--- config.mk ---
export PLATFORM = sky130hd
export DESIGN_NAME = ro_fine_tune_ctrl
export DESIGN_NICKNAME = d
export VERILOG_FILES = /design/src/rtl/ro_fine_tune_ctrl.sv
export SDC_FILE = /design/constraint.sdc
export NUM_CORES = 1
export LEC_CHECK = 0
export ABC_AREA = 1
export CAP_MARGIN = 40
export CORE_ASPECT_RATIO = 0.5
export CORE_UTILIZATION = 53
export DETAILED_ROUTE_END_ITERATION = 8
export GPL_ROUTABILITY_DRIVEN = 0
export PLACE_DENSITY = 0.74
export SLEW_MARGIN = 20
export SYNTH_ARGS = -nofsm -noshare
export SYNTH_HDL_FRONTEND = slang
export SYNTH_SLANG_ARGS = --single-unit
--- constraint.sdc ---
create_clock -name clk -period 4.73 [get_ports clk]
set_clock_uncertainty 0.1 [all_clocks]
set_input_delay 1.419 -clock clk [delete_from_list [all_inputs] [get_ports clk]]
set_output_delay 1.419 -clock clk [all_outputs]
set_load 0.1 [all_outputs]
--- src/rtl/ro_fine_tune_ctrl.sv ---
// ro_fine_tune_ctrl
//   Closed-loop calibration of a ring oscillator's fine-delay stages. The
//   controller counts synchronised rising edges of roIn over a fixed window of
//   clk cycles and compares the count with a latched target. It then steps a
//   global delay code up (more delay) or down (less delay) until the count is
//   within TOL. The code is spread thermometer-style across NUM_STAGES 2-bit
//   fcSelect fields.
//
// Ports
//   clk        system clock, rising edge
//   rst_n      asynchronous active-low reset
//   start      one-cycle pulse; starts calibration from the current code
//   roIn       ring oscillator output, asynchronous to clk
//   target     desired edges per window, latched on an accepted start
//   fcSelect   per-stage select; stage i occupies bits [2i+1:2i]
//   code       current global fine-delay code (0 .. 3*NUM_STAGES)
//   lastCount  edge count of the most recent completed window
//   busy       calibration in progress
//   locked     holding a code within tolerance
//   fail       calibration aborted (code bound or iteration limit)
//
// Build option
//   RO_FINE_TUNE_TRACK_EN : when defined, the LOCKED state keeps re-measuring
//   and corrects drift by single steps. There is no iteration limit in that
//   mode, and only the code bounds can cause fail.

module ro_fine_tune_ctrl #(
  parameter int unsigned NUM_STAGES = 4,
  parameter int unsigned CODE_W     = 4,
  parameter int unsigned CNT_W      = 12,
  parameter int unsigned WINDOW     = 1024,
  parameter int unsigned SETTLE     = 16,
  parameter int unsigned TOL        = 2,
  parameter int unsigned MAX_ITER   = 15
) (
  input  logic                    clk,
  input  logic                    rst_n,
  input  logic                    start,
  input  logic                    roIn,
  input  logic [CNT_W-1:0]        target,
  output logic [2*NUM_STAGES-1:0] fcSelect,
  output logic [CODE_W-1:0]       code,
  output logic [CNT_W-1:0]        lastCount,
  output logic                    busy,
  output logic                    locked,
  output logic                    fail
);

`ifdef RO_FINE_TUNE_TRACK_EN
  localparam bit TRACK_EN = 1'b1;
`else
  localparam bit TRACK_EN = 1'b0;
`endif

  localparam int unsigned TMR_MAX = (WINDOW > SETTLE) ? WINDOW : SETTLE;
  localparam int unsigned TMR_W   = $clog2(TMR_MAX + 1);
  localparam int unsigned ITER_W  = $clog2(MAX_ITER + 1);
  localparam logic [CODE_W-1:0] CODE_MAX = CODE_W'(3 * NUM_STAGES);

  typedef enum logic [2:0] {
    S_IDLE,
    S_SETTLE,
    S_MEASURE,
    S_EVAL,
    S_LOCKED,
    S_FAIL
  } state_t;

  state_t                  state_q;
  logic [2:0]              sync_q;
  logic [TMR_W-1:0]        tmr_q;
  logic [CNT_W-1:0]        edge_cnt_q;
  logic [CNT_W-1:0]        last_cnt_q;
  logic [CNT_W-1:0]        target_q;
  logic [ITER_W-1:0]       iter_q;
  logic [CODE_W-1:0]       code_q;
  logic [2*NUM_STAGES-1:0] fc_q;
  logic                    busy_q;
  logic                    locked_q;
  logic                    fail_q;
  logic                    prev_valid_q;
  logic                    prev_up_q;
  logic                    track_q;

  // Thermometer spread: stage i = clamp(code - 3i, 0, 3).
  function automatic logic [2*NUM_STAGES-1:0] therm(input logic [CODE_W-1:0] c);
    logic [2*NUM_STAGES-1:0] f;
    int unsigned cv;
    int unsigned base;
    f  = '0;
    cv = 32'(c);
    for (int unsigned i = 0; i < NUM_STAGES; i++) begin
      base = 3 * i;
      if (cv >= base + 3)
        f[2*i +: 2] = 2'd3;
      else if (cv > base)
        f[2*i +: 2] = 2'(cv - base);
    end
    return f;
  endfunction

  // Rising edge of the synchronised oscillator: sync high and delayed low.
  logic rise;
  assign rise = sync_q[1] & ~sync_q[2];

  logic [CNT_W-1:0] edge_cnt_nxt;
  always_comb begin
    edge_cnt_nxt = edge_cnt_q;
    if (rise && (edge_cnt_q != '1))
      edge_cnt_nxt = edge_cnt_q + CNT_W'(1);
  end

  // Comparisons are made one bit wider so target+TOL cannot wrap.
  logic [CNT_W:0] cnt_x, tgt_x, tol_x;
  logic           too_fast, too_slow, reversal, at_bound, iter_limit;
  logic [ITER_W-1:0] iter_nxt;
  logic [CODE_W-1:0] code_adj;

  always_comb begin
    cnt_x      = {1'b0, last_cnt_q};
    tgt_x      = {1'b0, target_q};
    tol_x      = (CNT_W+1)'(TOL);
    too_fast   = cnt_x > (tgt_x + tol_x);
    too_slow   = (cnt_x + tol_x) < tgt_x;
    reversal   = prev_valid_q && ((too_fast && !prev_up_q) || (too_slow && prev_up_q));
    at_bound   = (too_fast && (code_q == CODE_MAX)) || (too_slow && (code_q == '0));
    iter_nxt   = iter_q + ITER_W'(1);
    iter_limit = (iter_nxt == ITER_W'(MAX_ITER));
    code_adj   = too_fast ? (code_q + CODE_W'(1)) : (code_q - CODE_W'(1));
  end

  always_ff @(posedge clk or negedge rst_n) begin
    if (!rst_n) begin
      state_q      <= S_IDLE;
      sync_q       <= '0;
      tmr_q        <= '0;
      edge_cnt_q   <= '0;
      last_cnt_q   <= '0;
      target_q     <= '0;
      iter_q       <= '0;
      code_q       <= '0;
      fc_q         <= '0;
      busy_q       <= 1'b0;
      locked_q     <= 1'b0;
      fail_q       <= 1'b0;
      prev_valid_q <= 1'b0;
      prev_up_q    <= 1'b0;
      track_q      <= 1'b0;
    end else begin
      sync_q <= {sync_q[1:0], roIn};
      // Any state with busy low accepts start (IDLE, LOCKED, FAIL and the
      // tracking loop); the code is kept as the starting point.
      if (start && !busy_q) begin
        target_q     <= target;
        iter_q       <= '0;
        locked_q     <= 1'b0;
        fail_q       <= 1'b0;
        busy_q       <= 1'b1;
        tmr_q        <= '0;
        prev_valid_q <= 1'b0;
        track_q      <= 1'b0;
        state_q      <= S_SETTLE;
      end else begin
        case (state_q)
          S_SETTLE: begin
            edge_cnt_q <= '0;
            if (tmr_q == TMR_W'(SETTLE - 1)) begin
              tmr_q   <= '0;
              state_q <= S_MEASURE;
            end else begin
              tmr_q <= tmr_q + TMR_W'(1);
            end
          end
          S_MEASURE: begin
            if (tmr_q == TMR_W'(WINDOW - 1)) begin
              last_cnt_q <= edge_cnt_nxt;
              tmr_q      <= '0;
              state_q    <= S_EVAL;
            end else begin
              edge_cnt_q <= edge_cnt_nxt;
              tmr_q      <= tmr_q + TMR_W'(1);
            end
          end
          S_EVAL: begin
            if (!track_q)
              iter_q <= iter_nxt;
            if ((!too_fast && !too_slow) || reversal) begin
              // A reversed adjust means the target lies between two codes;
              // settle on the current one. Direction history restarts here so
              // a later tracking correction is not mistaken for oscillation.
              locked_q     <= 1'b1;
              busy_q       <= 1'b0;
              prev_valid_q <= 1'b0;
              track_q      <= TRACK_EN;
              state_q      <= S_LOCKED;
            end else if (at_bound || (!track_q && iter_limit)) begin
              fail_q   <= 1'b1;
              busy_q   <= 1'b0;
              locked_q <= 1'b0;
              state_q  <= S_FAIL;
            end else begin
              code_q       <= code_adj;
              fc_q         <= therm(code_adj);
              prev_valid_q <= 1'b1;
              prev_up_q    <= too_fast;
              locked_q     <= 1'b0;
              busy_q       <= 1'b1;
              tmr_q        <= '0;
              state_q      <= S_SETTLE;
            end
          end
          S_LOCKED: begin
            if (TRACK_EN) begin
              edge_cnt_q <= '0;
              tmr_q      <= '0;
              state_q    <= S_MEASURE;
            end
          end
          default: begin
            // IDLE and FAIL hold until an accepted start.
          end
        endcase
      end
    end
  end

  assign fcSelect  = fc_q;
  assign code      = code_q;
  assign lastCount = last_cnt_q;
  assign busy      = busy_q;
  assign locked    = locked_q;
  assign fail      = fail_q;

endmodule

==> flow_metrics.env <==
export IMPL_outcome="finished, final reports clean"
export IMPL_viasPerCell=5.214
export IMPL_cp_slowest_cell="dfrtp_1"
export IMPL_clkLatencyLatePin_ps=340
export IMPL_clock_path_buffers=2
export IMPL_synth_avg_cell_area_sq_um=7.867
export IMPL_ant_nets=0
export IMPL_tightest_slew_ps=688.3
export IMPL_fin_setup_tns_ps=0
export IMPL_cpPeakStageDelay_ps=400
export IMPL_hold_viol_final=0
export IMPL_htreeDepth=3
export IMPL_postCtsSetupRepairBufs=0
export IMPL_layout_drive_gt1_share_pct=15.63
export IMPL_cts_buffers=9
export IMPL_drc=0
export IMPL_synth_cell_type_count=42
export IMPL_core_sq_mm=0.008919
export IMPL_grt_overflow_total=0
export IMPL_async_flop_share_pct=100.0
export IMPL_grt_max_degree=55
export IMPL_mostFrequentLayoutCell="nand2_1"
export IMPL_max_slew_margin_pct=53.95
export IMPL_min_path_type="flip-flop to flip-flop"
export IMPL_portBuffers=42
export IMPL_place_inst=811
export IMPL_ys_seq_area_share_pct=37.01
export IMPL_regArea_sq_mm=0.001852
export IMPL_layout_nets=756
export IMPL_first_pass_iters=4
export IMPL_clock_sinks=74
export IMPL_cp_max_fo=7
export IMPL_dr_first_iter_drc_count=215
export IMPL_die_w_um=139.4
export IMPL_syn_num_nets=687
export IMPL_syn_inst=636
export IMPL_root_buffer="clkbuf_16"
export IMPL_multi_input_area_sq_mm=0.002728
export IMPL_period_share_pct=80.39
export IMPL_cp_top_family="simple AND/OR/NAND/NOR gates"
export IMPL_rows=24
export IMPL_io_pins=43
export IMPL_die_area_sq_mm=0.009857
export IMPL_power_leakage_nw=2.950
export IMPL_slew_violations=0
export IMPL_worstSetupPathType="flip-flop to flip-flop"
export IMPL_initial_core_util_pct=56.10
export IMPL_wl_um=11400
export IMPL_cts_reportedPaths_clkPinSlew_ps=60
export IMPL_critPathLaunchType="flip-flop"
export IMPL_setup_viol=0
export IMPL_syn2layout_area_growth_pct=24.88
export IMPL_cts_resized=0
export IMPL_cp_required_ps=4850
export IMPL_synthFlopType="dfrtp_1"
export IMPL_max_freq_mhz=263.0
export IMPL_antennaDiodeCount=0
export IMPL_holdBufCountCts=0
export IMPL_p_per_area_mw_per_mm2=625.8
export IMPL_rsz0062_at_grt="false"
export IMPL_hpwlAfterDp_um=8406
export IMPL_worstPathArrival_ps=3930
export IMPL_grt_pass1_vias=4235
export IMPL_ir_drop_v=0.0005491
export IMPL_layout_common_cells="nand2_1, inv_1, dfrtp_1"
export IMPL_yosys_warnings=0
export IMPL_crit_path_end_kind="flip-flop"
export IMPL_cts_tree="yes"
export IMPL_synth_area_sq_mm=0.005004
export IMPL_wl_per_cell_um=13.79
export IMPL_critical_path_buf_inv_count=4
export IMPL_grt_pass1_wl_um=19790
export IMPL_synth_seq_cells=74
export IMPL_dr_total_vias=4312
export IMPL_final_cells=827
export IMPL_drv_cap=0
export IMPL_antenna_found_initial=0
export IMPL_nFillCells=713
export IMPL_synth_edff_count=0
export IMPL_grtUsageTotal_pct=25.46
export IMPL_finalCriticalPeriod_ps=3803
export IMPL_fp_dieH_um=70.71
final timing paths:
kind / cells past startpoint / slack, ps / endpoint / from
worst max-delay path: 26 / 930 / fcSelect[3]$_DFFE_PN0P_ / target_q[1]$_DFFE_PN0P_
worst min-delay path: 0 / 250 / sync_q[1]$_DFF_PN0_ / sync_q[0]$_DFF_PN0_
worst max register to register: 26 / 930 / fcSelect[3]$_DFFE_PN0P_ / target_q[1]$_DFFE_PN0P_
worst min register to register: 0 / 250 / sync_q[1]$_DFF_PN0_ / sync_q[0]$_DFF_PN0_
max in group asynchronous: 2 / 3120 / target_q[10]$_DFFE_PN0P_ / rst_n
min in group asynchronous: 1 / 860 / tmr_q[4]$_DFFE_PN0P_ / rst_n
sequential cells by signal, indices dropped and copies added, names as in the netlist:
name and count:
prev_up_q 1, locked 1, sync_q 3, target_q 12, code 4, tmr_q 11, iter_q 4, lastCount 12
edge_cnt_q 12, prev_valid_q 1, fcSelect 8, busy 1, state_q 3, fail 1
synthesized netlist by cell type, drive strengths merged, types with 8 or more instances:
library cell | n | area [sq um]
nand3 | 47 | 272.8
nor2 | 50 | 245.2
nor3 | 14 | 80.08
buf | 8 | 85.07
nand2 | 189 | 809.5
ha | 35 | 437.9
o21ai | 47 | 265.3
a21oi | 13 | 65.06
dfrtp | 74 | 1852
inv | 83 | 311.5
xor2 | 28 | 245.2
o22ai | 11 | 68.82
through the flow:
step / util (%) / setup slack [ps] / hold WS (ps) / area (sq um) / power [mW]
finish: 70.06 / 927.3 / 250.6 / 6248 / 3.910
global route: 70.06 / 487.6 / 256.8 / 6248 / 4.192
CTS: 70.06 / 937.6 / 255.3 / 6248 / 3.922
detailed placement: 66.23 / 975.7 / 241.1 / 5907 / 3.107
global placement: 61.38 / 1100 / 232.9 / 5474 / 2.861
floorplan: - / 997.6 / 231.2 / 5004 / 2.506
cell families (layout without fill, tap and decap cells):
group | Yosys count | count (layout) | synth area share [%]
flops | 74 | 74 | 37.01
compound gates | 78 | 78 | 9.252
simple gates | 316 | 316 | 30.48
xor+xnor | 33 | 33 | 5.777
buf+inv | 99 | 173 | 8.527
mux | 1 | 1 | 0.2001
fa+ha+maj | 35 | 35 | 8.752
final cells by class:
type	instances	area share (%)
clock buffer	10	3.664
timing repair buffer	71	13.74
sequential	74	29.64
tap	117	2.343
multi-input combinational	463	43.65
clock inverter	6	1.802
inverter	86	5.166
metal layers:
layer / global-route usage (%) / wire (um) / part of all wire [%]
met5: 0 / 0 / 0
met2: 40.82 / 5142 / 45
met3: 5.755 / 504 / 4.4
met4: 8.148 / 173 / 1.5
met1: 34.56 / 5580 / 49
power by group:
group          total (mW)  switching, mW  internal [mW]
Sequential          0.988          0.183          0.805
Combinational        2.13           1.42          0.711
Clock               0.795          0.278          0.517
Total                3.91           1.88           2.03
Note: power is estimated with default switching activity, not from simulation.
